--- config.mk ---
export PLATFORM = sky130hd
export DESIGN_NAME = ibex_pext_mult_seq
export DESIGN_NICKNAME = d
export VERILOG_FILES = /design/src/rtl/ibex_pext_mult_seq.sv
export SDC_FILE = /design/constraint.sdc
export NUM_CORES = 1
export LEC_CHECK = 0
export BUFFER_PORTS_ARGS = -buffer_cell sky130_fd_sc_hd__buf_4
export CAP_MARGIN = 20
export CORE_AREA = 2 2 39 41
export CTS_BUF_LIST = sky130_fd_sc_hd__clkbuf_4
export DETAILED_ROUTE_END_ITERATION = 6
export DIE_AREA = 0 0 41 43
export GPL_TIMING_DRIVEN = 0
export HOLD_SLACK_MARGIN = 0.05
export PLACE_DENSITY = 0.76
export SLEW_MARGIN = 15
export SYNTH_ARGS = -nofsm -noshare
export SYNTH_HDL_FRONTEND = slang
export SYNTH_SLANG_ARGS = --single-unit
--- constraint.sdc ---
create_clock -name clk_i -period 2 [get_ports clk_i]
set_input_delay 0.1 -clock clk_i [delete_from_list [all_inputs] [get_ports clk_i]]
set_output_delay 0.1 -clock clk_i [all_outputs]
set_load 0.02 [all_outputs]
--- src/rtl/ibex_pext_mult_seq.sv ---
// ibex_pext_mult_seq: control sequencer for the P-extension multi-pass multiplier.
// It steps a shared 16x16 multiplier array through 1..4 operand passes, each
// MultLatency cycles long. It optionally adds rd for one cycle, then holds the
// result until it is consumed.
// Optional build macro IBEX_PEXT_MULT_FAST_EN targets a 32x16 array. With it,
// class 10 needs one pass and class 11 needs two passes.
module ibex_pext_mult_seq #(
    parameter int unsigned MultLatency = 1
) (
    input  logic       clk_i,
    input  logic       rst_i,
    input  logic       req_valid_i,
    output logic       req_ready_o,
    input  logic [1:0] mult_class_i,
    input  logic       accum_i,
    input  logic       kill_i,
    output logic       mult_en_o,
    output logic [1:0] pass_idx_o,
    output logic       acc_clr_o,
    output logic       acc_en_o,
    output logic       add_rd_o,
    output logic       res_valid_o,
    input  logic       res_ready_i,
    output logic       busy_o
);

    typedef enum logic [1:0] {
        IDLE  = 2'd0,
        MULT  = 2'd1,
        ACCUM = 2'd2,
        DONE  = 2'd3
    } state_e;

    localparam logic [1:0] LAT_LAST = 2'(MultLatency - 1);

    state_e     state_q, state_d;
    logic [1:0] pass_q, pass_d;
    logic [1:0] cyc_q, cyc_d;
    logic [1:0] class_q, class_d;
    logic       accum_q, accum_d;

    // Index of the final pass for a given operand class.
    function automatic logic [1:0] last_pass(input logic [1:0] cls);
`ifdef IBEX_PEXT_MULT_FAST_EN
        case (cls)
            2'b11:   last_pass = 2'd1;
            default: last_pass = 2'd0;
        endcase
`else
        case (cls)
            2'b10:   last_pass = 2'd1;
            2'b11:   last_pass = 2'd3;
            default: last_pass = 2'd0;
        endcase
`endif
    endfunction

    // State, counters and captured op attributes.
    always_ff @(posedge clk_i) begin
        if (rst_i) begin
            state_q <= IDLE;
            pass_q  <= 2'd0;
            cyc_q   <= 2'd0;
        end else begin
            state_q <= state_d;
            pass_q  <= pass_d;
            cyc_q   <= cyc_d;
        end
        class_q <= class_d;
        accum_q <= accum_d;
    end

    // Next-state logic and datapath strobes.
    always_comb begin
        state_d     = state_q;
        pass_d      = pass_q;
        cyc_d       = cyc_q;
        class_d     = class_q;
        accum_d     = accum_q;
        req_ready_o = 1'b0;
        mult_en_o   = 1'b0;
        pass_idx_o  = 2'd0;
        acc_clr_o   = 1'b0;
        acc_en_o    = 1'b0;
        add_rd_o    = 1'b0;
        res_valid_o = 1'b0;

        case (state_q)
            IDLE: begin
                req_ready_o = ~kill_i;
                if (req_valid_i && !kill_i) begin
                    class_d = mult_class_i;
                    accum_d = accum_i;
                    pass_d  = 2'd0;
                    cyc_d   = 2'd0;
                    state_d = MULT;
                end
            end
            MULT: begin
                mult_en_o  = 1'b1;
                pass_idx_o = pass_q;
                if (cyc_q == LAT_LAST) begin
                    // Product is ready: pass 0 loads it, later passes add to it.
                    acc_en_o  = 1'b1;
                    acc_clr_o = (pass_q == 2'd0);
                    cyc_d     = 2'd0;
                    if (pass_q == last_pass(class_q)) begin
                        pass_d  = 2'd0;
                        state_d = accum_q ? ACCUM : DONE;
                    end else begin
                        pass_d = pass_q + 2'd1;
                    end
                end else begin
                    cyc_d = cyc_q + 2'd1;
                end
            end
            ACCUM: begin
                add_rd_o = 1'b1;
                state_d  = DONE;
            end
            DONE: begin
                // A kill landing in the first DONE cycle still suppresses the result.
                res_valid_o = ~kill_i;
                if (res_ready_i) begin
                    state_d = IDLE;
                end
            end
            default: state_d = IDLE;
        endcase

        if (kill_i) begin
            state_d = IDLE;
            pass_d  = 2'd0;
            cyc_d   = 2'd0;
        end
    end

    assign busy_o = (state_q != IDLE);

endmodule

## Word-level counts from Yosys, hierarchy flattened

Cells that the tools add are included.

- Bitwise gates (word level): 1
- Add/sub/neg operators: 2
- $lt $le $gt $ge: 0
- Reduce and logical (&&, ||, !) cells: 12
- Multiply operators: 0
- Equal/unequal tests: 10
- Shifts and indexed selects: 0
- Muxes and demuxes: 24
- Divide/modulo/power cells: 0

Operator list:

| cell | number |
|---|---|
| $mux W2 | 11 |
| $pmux W2 S2 | 3 |
| $mux W1 | 9 |
| $eq A2 B2 Y1 const B | 4 |
| $ne A2 B2 Y1 const B | 4 |
| $pmux W2 S4 | 1 |
| $logic_not A2 Y1 | 3 |
| $add A2 B1 Y2 const B | 2 |
| $reduce_and A2 Y1 | 2 |
| $reduce_and A4 Y1 | 1 |
| $reduce_bool A2 Y1 | 2 |
| $reduce_and A3 Y1 | 1 |
| $eq A2 B1 Y1 const B | 1 |
| $eq A2 B2 Y1 | 1 |
| $reduce_or A2 Y1 | 1 |
| $logic_and A1 B1 Y1 | 1 |
| $logic_not A1 Y1 | 1 |
| $not A1 Y1 | 1 |

- Output and inout port bits: 9
- ROM bits: 0
- Bits in registers: 9
- Bits of input ports: 8
- RAM bits: 0
- Word-level logic and storage cells: 54
- Latch bits: 0
- Memories: 0

## Depth between registers and ports, before layout

- Depth after elaboration: 8
- Gate-level depth with buffers: 7
- Mapped depth without buffers: 6

## Least setup slack after synthesis

Ideal clock, no wire load.

- Path type: register -> register
- Start point: register state_q[1]
- End point: register state_q[0]
- Data arrival time: 1.672 ns
- Period minus slack after synthesis: 1.758 ns
- Path slack: 0.242 ns
- Cell stages (with the launch flop): 8
- Path through: dfxtp_1 -> inv_1 -> ha_1 -> buf_6 -> nor2b_4 -> a221o_1 -> or2_0 -> a211oi_1

- Longest elaborated chain between the ends: 3
- Elaborated cells on any way between the ends: 10
- Classes of those cells: eq/ne: 7; mux: 1; reduce/logical: 2

RTL lines:

| item | line | text |
|---|---|---|
| from (decl) | 36 | `state_e state_q, state_d;` |
| from (signal assigned) | 65 | `state_q <= state_d;` |
| $eq A2 B1 Y1, or another cell as far along | 88 | `case (state_q)` |
| $ne A2 B2 Y1 (no source line) | n/a |  |
| $reduce_and A4 Y1 (no source line) | n/a |  |

Parallel ways exist; a longest one is shown, timed or not.
A chain may end at the register's enable or synchronous reset.

## Worst setup path after layout

Same ends and word-level chain as after synthesis.

==> impl_results.md <==
* Syn_nets at 82
* Final ANT Viol Nets at 0
* CTS root buffer: clkbuf_4
* Clock sink count at 9
* CTS Buffer Depth at 2
* Post-synth EDFFs at 3
* Ys flop type: dfxtp_1
* Synthesis-to-layout area growth at 32.99%
* Post-synth top area share at 19.79%
* Finished Cell Area at between 800 and 900 sq um
* Num rows at 14
* Yosys Warn Count at 0
* IO Pins at 17
* Die height at 43 um
* Maximum clock frequency at 0.5519 GHz
* # setup viols final at 0
* R2R depth at 7
* Final Util at roughly 58%
* 1st-iter DRT viols at 11
* Worst Hold Endpoint: cyc_q[1]
* First-pass GRT wire length at 1.794 mm
* Worst-Skew Late Latency at 260 ps
* Crit path launch type: flop
* Syn Inst Count at 66
* CP Data Required Time at between 2000 and 2500 ps
* Async SR Flop Fraction at 0%
* R2r setup slk at 190 ps
* Status: finished, final reports clean
* Initial antenna violation count at 0
* Synth top area cells: dfxtp_1, ha_1, edfxtp_1
* Final HPWL DP at 928 um
* Worst R2R End: state_q[0]
* # DRC at 0
* Max-Cap Viols at 0
* DRT Pass-1 Iters at 4
* Worst VDD drop at about 0.41 mV
* PwrDens at 528.4 nW/um^2
* Hold buffers post-CTS at 3
* Relative slew slack at 59.59%
* CP Capture Type: flop
* Core Area at 1384 sq um
* Initial core utilization at 43.85%
* Hold Path Class: input pin to flop
* Crit path kind: flop to flop
* Cell taking the most area after synthesis: dfxtp_1
* Layout net count at 106
* Number of inserted diodes at 0
* Setup bufs post-CTS at 0
* Most frequent cells in the layout: buf_4, inv_1, ha_1
* RSZ-0062 raised after global routing: false
* Fin Setup TNS at 0 ps
* Final hold viol count at 0
* Wire per inst at 11.50 um
* Dpl cell area at 747.0 sq um
* Cell area after synthesis at 606.8 sq um
* Worst-Margin Slew at 601.5 ps
* CTS Buf Count at 3
* LEAKAGE at 0.3497 nW
* Clock skew at about 1.9 ps
* Hold path depth at 3
* Commonest non-fill, non-tap cell in the layout: buf_4
* Share of layout cells above drive strength 1 at 31.46%
* Max H-tree Level at 1
* Vias/cell at slightly above 5
* Syn Area/Cell at 9.194 sq um
* Final min period at roughly 1800 ps
* Die ar. at 1763 sq um
* Critical path fanouts, max at 10
* Max Slew Vio Count at 0
* R2r startpoint: state_q[1]
* HP Start: rst_i
* Final worst path period share at around 90%
* Post-cts sizing count at 0
* Synthesized flop and latch total at 9
* DRT Wirelength at between 1 and 1.5 mm
* Pin count of the biggest net entering global routing at 11
* Grt ovf at 0
* Synth unique cells at 28
* Reg clk slew, reported paths at about 60 ps
* GP Congestion at 0.7841
* Port Buf Inserts at 16
* CTS tree: built
* Gr usage total at 15.30%
* WP data arrival at 1990 ps
* Die X at a little over 40 um
* Vias in the first global route at 412
* Sequential area share after synthesis at 34.64%
* Via count at 539
## where the power goes
group	internal [W]	leakage [nW]	total [W]	switching, W
Clock	0.0000905	0.0184	0.000155	0.0000644
Combinational	0.0000371	0.255	0.0000750	0.0000379
Sequential	0.000194	0.0765	0.000196	0.00000286
## Yosys cell counts, drive strengths merged (2+ instances only)
library cell / count
nand3: 2
a21oi: 2
inv: 8
edfxtp: 3
nor2: 3
and2: 5
nand2: 7
o21ai: 2
o22ai: 2
o31ai: 2
ha: 8
dfxtp: 6
or2: 2
a211oi: 2
nor2b: 2
## flip-flops by register name, indices dropped and copies added, names as in the netlist
signal	cells
state_q	2
accum_q	1
pass_q	2
class_q	2
cyc_q	2
## through the flow
stage | worst slack [ps] | hold slack (ps) | total power (W) | cells
after floorplan | 242.0 | 198.9 | 0.0002421 | 66
after global placement | 253.8 | 278.5 | 0.0002691 | 98
after detailed placement | 212.2 | 279.6 | 0.0002707 | 98
after CTS | 193.2 | 149.1 | 0.0004310 | 105
after global routing | 68.04 | 159.7 | 0.0004484 | 105
final | 188.0 | 159.2 | 0.0004264 | 105
## final cells by class
class / instances / area, sq um
timing repair buffer: 19 / 150.1
fill: 121 / 576.8
clock buffer: 4 / 30.03
tap: 16 / 20.02
inverter: 8 / 30.03
multi-input combinational: 48 / 355.3
buffer: 1 / 11.26
sequential: 9 / 210.2
## how the worst max path moves through the flow
stage / startpoint / endpoint / slack, ps / depth (start not counted)
floorplan: state_q[1] / state_q[0] / 240 / 7
global placement: state_q[1] / state_q[0] / 250 / 7
detailed placement: state_q[1] / state_q[0] / 210 / 7
CTS: state_q[1] / state_q[0] / 190 / 7
global route: state_q[1] / state_q[0] / 70 / 7
finish: state_q[1] / state_q[0] / 190 / 7
## critical path: stages (launching register included)
cell and delay, ps:
dfxtp_1 380, inv_1 110, ha_1 220, buf_6 140, nor2b_4 120, a221o_1 330, or2_0 210, a211oi_1 220
## kinds of logic (layout without fill, tap and decap cells)
| family | count (synthesis) | count (layout) | share of synthesized area (%) |
|---|---|---|---|
| adder cells (fa/ha/maj) | 8 | 8 | 16.50 |
| AND/OR/NAND/NOR | 27 | 27 | 27.42 |
| flip-flops | 9 | 9 | 34.64 |
| buffers and inverters | 9 | 32 | 6.804 |
| AO/OA/AOI/OAI | 13 | 13 | 14.64 |
## metal layers
metal / GRT usage (%) / wire length (um) / up-vias
met5: 0 / 0 / -
met2: 22.19 / 582 / 12
met4: 10.00 / 27 / 0
li1: - / - / 275
met3: 1.571 / 40 / 4
met1: 20.53 / 558 / 248
No activity file was read; power rests on OpenSTA's default activity.
